--- src/rtl/cpu_control_unit.sv ---
// cpu_control_unit: multi-cycle fetch/decode/execute sequencer that owns the PC and IR.
// Defining STACK_GUARD_EN adds the stack overflow/underflow guard and the FAULT state.
module cpu_control_unit #(
    parameter int unsigned PC_W    = 8,
    parameter logic [4:0]  HALT_OP = 5'h1F
) (
    input  logic            clk,
    input  logic            reset,
    output logic [PC_W-1:0] rom_addr,
    input  logic [12:0]     q_rom_inst,
    output logic [7:0]      ram_addr,
    output logic            ram_we,
    output logic [2:0]      alu_op,
    output logic            acc_we,
    output logic [1:0]      acc_src,
    output logic [7:0]      imm,
    input  logic            carryOut,
    input  logic            empty,
    input  logic            full,
    output logic            stack_push,
    output logic            stack_pop,
    output logic            stack_sel,
    output logic [PC_W-1:0] pc_ret,
    input  logic [7:0]      stack_output,
    output logic            halted,
    output logic            fault
);

    localparam int unsigned IR_W   = 13;
    localparam int unsigned OP_W   = 5;
    localparam int unsigned DATA_W = 8;

    localparam logic [OP_W-1:0] OP_LDI  = 5'h01;
    localparam logic [OP_W-1:0] OP_LD   = 5'h02;
    localparam logic [OP_W-1:0] OP_ST   = 5'h03;
    localparam logic [OP_W-1:0] OP_JMP  = 5'h08;
    localparam logic [OP_W-1:0] OP_JC   = 5'h09;
    localparam logic [OP_W-1:0] OP_PUSH = 5'h0A;
    localparam logic [OP_W-1:0] OP_POP  = 5'h0B;
    localparam logic [OP_W-1:0] OP_CALL = 5'h0C;
    localparam logic [OP_W-1:0] OP_RET  = 5'h0D;

    typedef enum logic [2:0] {
        S_FETCH  = 3'd0,
        S_DECODE = 3'd1,
        S_EXEC   = 3'd2,
        S_MEM    = 3'd3,
        S_HALT   = 3'd4,
        S_FAULT  = 3'd5
    } state_t;

    state_t              r_state;
    state_t              w_next_state;
    logic [PC_W-1:0]     r_pc;
    logic [IR_W-1:0]     r_ir;

    logic [OP_W-1:0]     w_opcode;
    logic [DATA_W-1:0]   w_operand;
    logic                w_is_halt;
    logic                w_is_alu;
    logic                w_needs_mem;
    logic                w_guard_trip;
    logic                w_pc_load;
    logic [PC_W-1:0]     w_pc_target;

    assign w_opcode    = r_ir[IR_W-1:DATA_W];
    assign w_operand   = r_ir[DATA_W-1:0];
    assign w_is_halt   = (w_opcode == HALT_OP);
    assign w_is_alu    = (w_opcode[OP_W-1:2] == 3'b001);
    assign w_needs_mem = (w_opcode == OP_LD) || w_is_alu ||
                         (w_opcode == OP_POP) || (w_opcode == OP_RET);

    // Address/immediate views are pure wiring of PC and IR
    assign rom_addr = r_pc;
    assign pc_ret   = r_pc;
    assign ram_addr = w_operand;
    assign imm      = w_operand;

`ifdef STACK_GUARD_EN
    // A stack op that would overflow/underflow is swallowed and parks the sequencer in FAULT
    assign w_guard_trip = (r_state == S_EXEC) && !w_is_halt &&
                          ((((w_opcode == OP_PUSH) || (w_opcode == OP_CALL)) && full) ||
                           (((w_opcode == OP_POP)  || (w_opcode == OP_RET))  && empty));
    assign fault        = (r_state == S_FAULT);
`else
    logic w_unused_flags;
    assign w_unused_flags = empty ^ full;
    assign w_guard_trip   = 1'b0;
    assign fault          = 1'b0;
`endif

    // State register
    always_ff @(posedge clk or posedge reset) begin
        if (reset) begin
            r_state <= S_FETCH;
        end else begin
            r_state <= w_next_state;
        end
    end

    // Next-state logic
    always_comb begin
        w_next_state = r_state;
        case (r_state)
            S_FETCH:  w_next_state = S_DECODE;
            S_DECODE: w_next_state = S_EXEC;
            S_EXEC: begin
                if (w_is_halt) begin
                    w_next_state = S_HALT;
                end else if (w_guard_trip) begin
                    w_next_state = S_FAULT;
                end else if (w_needs_mem) begin
                    w_next_state = S_MEM;
                end else begin
                    w_next_state = S_FETCH;
                end
            end
            S_MEM:    w_next_state = S_FETCH;
            S_HALT:   w_next_state = S_HALT;
            S_FAULT:  w_next_state = S_FAULT;
            default:  w_next_state = S_FETCH;
        endcase
    end

    // Control strobes decoded from state and IR
    always_comb begin
        ram_we     = 1'b0;
        alu_op     = 3'd0;
        acc_we     = 1'b0;
        acc_src    = 2'd0;
        stack_push = 1'b0;
        stack_pop  = 1'b0;
        stack_sel  = 1'b0;
        halted     = (r_state == S_HALT) || (r_state == S_FAULT);
        if (r_state == S_EXEC && !w_is_halt) begin
            case (w_opcode)
                OP_LDI: begin
                    acc_we  = 1'b1;
                    acc_src = 2'd1;
                end
                OP_ST:   ram_we = 1'b1;
                OP_PUSH: stack_push = !w_guard_trip;
                OP_CALL: begin
                    stack_push = !w_guard_trip;
                    stack_sel  = 1'b1;
                end
                OP_POP, OP_RET: stack_pop = !w_guard_trip;
                default: ;
            endcase
        end else if (r_state == S_MEM) begin
            if (w_opcode == OP_LD) begin
                acc_we  = 1'b1;
                acc_src = 2'd2;
            end else if (w_is_alu) begin
                acc_we  = 1'b1;
                acc_src = 2'd0;
                alu_op  = 3'(w_opcode - 5'd4);
            end else if (w_opcode == OP_POP) begin
                acc_we  = 1'b1;
                acc_src = 2'd3;
            end
        end
    end

    // PC redirection: jumps/calls in EXEC, return address in MEM
    always_comb begin
        w_pc_load   = 1'b0;
        w_pc_target = PC_W'(w_operand);
        if (r_state == S_EXEC && !w_is_halt) begin
            w_pc_load = (w_opcode == OP_JMP) ||
                        ((w_opcode == OP_JC) && carryOut) ||
                        ((w_opcode == OP_CALL) && !w_guard_trip);
        end else if (r_state == S_MEM && w_opcode == OP_RET) begin
            w_pc_load   = 1'b1;
            w_pc_target = PC_W'(stack_output);
        end
    end

    // PC and IR registers
    always_ff @(posedge clk or posedge reset) begin
        if (reset) begin
            r_pc <= '0;
            r_ir <= '0;
        end else if (r_state == S_DECODE) begin
            r_ir <= q_rom_inst;
            r_pc <= r_pc + PC_W'(1);
        end else if (w_pc_load) begin
            r_pc <= w_pc_target;
        end
    end

endmodule

--- config.mk ---
export PLATFORM = sky130hd
export DESIGN_NAME = cpu_control_unit
export DESIGN_NICKNAME = d
export VERILOG_FILES = /design/src/rtl/cpu_control_unit.sv
export SDC_FILE = /design/constraint.sdc
export NUM_CORES = 1
export LEC_CHECK = 0
export CORE_UTILIZATION = 40
export CTS_BUF_LIST = sky130_fd_sc_hd__clkbuf_2 sky130_fd_sc_hd__clkbuf_4 sky130_fd_sc_hd__clkbuf_8
export DETAILED_ROUTE_END_ITERATION = 16
export GPL_ROUTABILITY_DRIVEN = 0
export HOLD_SLACK_MARGIN = 0.05
export PLACE_DENSITY = 0.73
export SETUP_SLACK_MARGIN = 0.1
export SYNTH_ARGS = -nofsm -noshare
export SYNTH_HDL_FRONTEND = slang
export SYNTH_SLANG_ARGS = --single-unit
--- constraint.sdc ---
create_clock -name clk -period 3 [get_ports clk]
set_input_delay 0.3 -clock clk [delete_from_list [all_inputs] [get_ports clk]]
set_output_delay 0.3 -clock clk [all_outputs]
set_load 0.1 [all_outputs]
==> out/results.ini <==
[logic_synthesis]
synth_enable_flop_cells=0
async_flop_share=1.00
synth_flop_cell=dfrtp_1
synth_seq_cells=24
avgSynthCellArea_um2=8.34
synth_area_um2=1780
yosysWarnings=0
ys_seq_area_frac=0.337
synthCells=214
synth_cell_types=53

[routing]
viasPerCell=5.57
drc=0
vias=1649
dr.pass1.iters=4
drt_iter0_drc=118
postRouteAntennaNets=0
wirelength_mm=4.36
wire_per_inst_um=14.7

[worst_setup_path]
path_max_fanout=12
critPathMaxStageDelay_ps=530
cp-end-kind=output port
setup.worst_path.start_class=flop
required_ps=2700
crit_arrival_ps=2160
slowest_stage=dfrtp_1
crit_buf_inv=1
critPathKind=flop to output port
cp_cell_sequence=or3b_4 -> or2_4 -> nor4b_2 -> or3_1 -> buf_12
cp_top_family=simple AND/OR/NAND/NOR gates

[sta]
setup_viol=0
max_freq_ghz=0.407
fin_crit_sh=0.819
slew_viol_final=0
worst_pin_slew_ps=916
finalCriticalPeriod_ps=2460
hold_violations=0
slew_headroom=0.389
finalClockSkew_ps=7.78
rsz0062_at_grt=no

[global_routing]
first_global_vias=1388
globalRoute.totalOverflow=0
grt_pass1_wl_mm=6.67
grt_max_degree=25
antenna_found_initial=0
grt_usage=0.191

[clock_tree]
cts_root_buf=clkbuf_8
ctsLongestPathBuffers=2
numCtsBuffers=3
clk_latency_ps=280
cts_tree=done
holdBufCountCts=0
cts_sinks=24
cts_resized=0
cts.htree.levels=1
cts_setup_buffers=0
cts.clk_slew.worst_paths_ps=90

[cells_and_area]
layout.cells.non_filler=296
diodes=0
area_delta_synth_final_pct=26.4
drive_gt1_frac=0.256
layout.nets=274

[die]
io_pins=70
dieArea_um2=4730
die_h_um=68.8
start_util=0.431
num_rows=23
die_x_um=68.8
coreArea_um2=4140

[placed_design]
io_buffers=65
post-dp-hpwl_mm=3.13
dp_cells=292

[min_path]
hp-class=input port to asynchronous set/reset pin

[outcome]
status=completed

[run]
maxCapViolCount=0

## synthesized netlist by cell type (all sizes together) (2+ instances only)
library cell  instances  area share
a211o                 2      0.0098
a211oi                3       0.015
a21oi                 5       0.016
a221oi                3       0.015
a2bb2oi               2      0.0098
a31oi                 2      0.0070
and2                  2      0.0070
and3                  2      0.0070
buf                  36        0.14
clkbuf                5       0.011
dfrtp                24        0.34
inv                   7       0.015
mux2                  2       0.013
nand2                42       0.088
nand2b                3       0.011
nand3                 4       0.011
nand3b                2      0.0084
nand4                 4       0.014
nand4bb               2       0.013
nor2                  4      0.0084
nor2b                 3       0.011
nor3                  5       0.014
nor4                  3       0.011
nor4b                 3       0.018
o211ai                3       0.013
o21a                  2      0.0084
o21ai                12       0.034
o2bb2ai               4       0.020
o311a                 2       0.011
o32ai                 2      0.0098
or3b                  2       0.011
xor2                  3       0.015
## state kept, by name (all words and copies together) (netlist names)
register,cells
pc_ret,8
r_ir,13
r_state,3
## final timing paths
kind	to	slack (ps)	cells past startpoint	startpoint
max in group asynchronous	r_ir[2]$_DFFE_PP0P_	1920	2	reset
min in group clk	r_ir[0]$_DFFE_PP0P_	540	3	q_rom_inst[0]
hold / removal	r_ir[5]$_DFFE_PP0P_	510	2	reset
setup / recovery	acc_we	540	5	r_state[2]$_DFF_PP0_
hold reg to reg	r_ir[5]$_DFFE_PP0P_	550	2	r_ir[5]$_DFFE_PP0P_
setup reg to reg	pc_ret[2]$_DFFE_PP0P_	970	4	r_ir[11]$_DFFE_PP0P_
## metal layers
layer	wire [um]	GRT usage	share of wire
met1	2050	0.283	0.47
met2	1990	0.290	0.46
met3	295	0.0197	0.068
met4	31	0.0561	0.0071
met5	0	0	0
## stage by stage
stage / area (um2) / setup TNS (ps) / hold slack (ps) / setup WS [ps] / utilization
floorplan: 1810 / -146 / 315 / -146 / -
global placement: 2180 / 0 / 523 / 872 / 0.527
detailed placement: 2180 / 0 / 529 / 869 / 0.527
CTS: 2260 / 0 / 542 / 567 / 0.544
global route: 2260 / 0 / 557 / 468 / 0.544
finish: 2260 / 0 / 511 / 543 / 0.544
## placed cells by master (no fill, tap or decap), types with 4 or more instances in the layout
master           Yosys  final
nand4_1              4      4
dfrtp_1             24     24
nand3_1              4      4
nand2_1             42     42
a21oi_1              4      4
nor2_1               4      4
o2bb2ai_1            4      4
o21ai_0             10     10
inv_1                6      6
buf_4               27     44
clkdlybuf4s50_1      0     23
nor3_2               0      4
## layout make-up
cell class                 count  area [um2]
tap                           50        62.6
clock buffer                   3        41.3
timing repair buffer          68         581
multi-input combinational    143         915
inverter                       7        26.3
fill                         408        1890
sequential                    24         601
clock inverter                 1        30.0
## worst register-to-register path, stage by stage, from the launching register on
cell	delay, ps
dfrtp_1	630
nand4bb_1	390
o21ai_1	480
o21ai_1	220
a2bb2oi_1	190
## kinds of logic (layout without fill, tap and decap cells)
family	after synthesis	after routing	synth area share
AO/OA/AOI/OAI	49	49	0.203
XOR/XNOR	3	3	0.0147
adder cells (fa/ha/maj)	1	1	0.00701
buffers and inverters	48	79	0.164
flip-flops	24	24	0.337
multiplexers	2	2	0.0126
other	1	2	0.00210
AND/OR/NAND/NOR	86	86	0.259
Power is not shown: default switching activity piles up to over one toggle a cycle in this logic, so the estimate is an artifact.
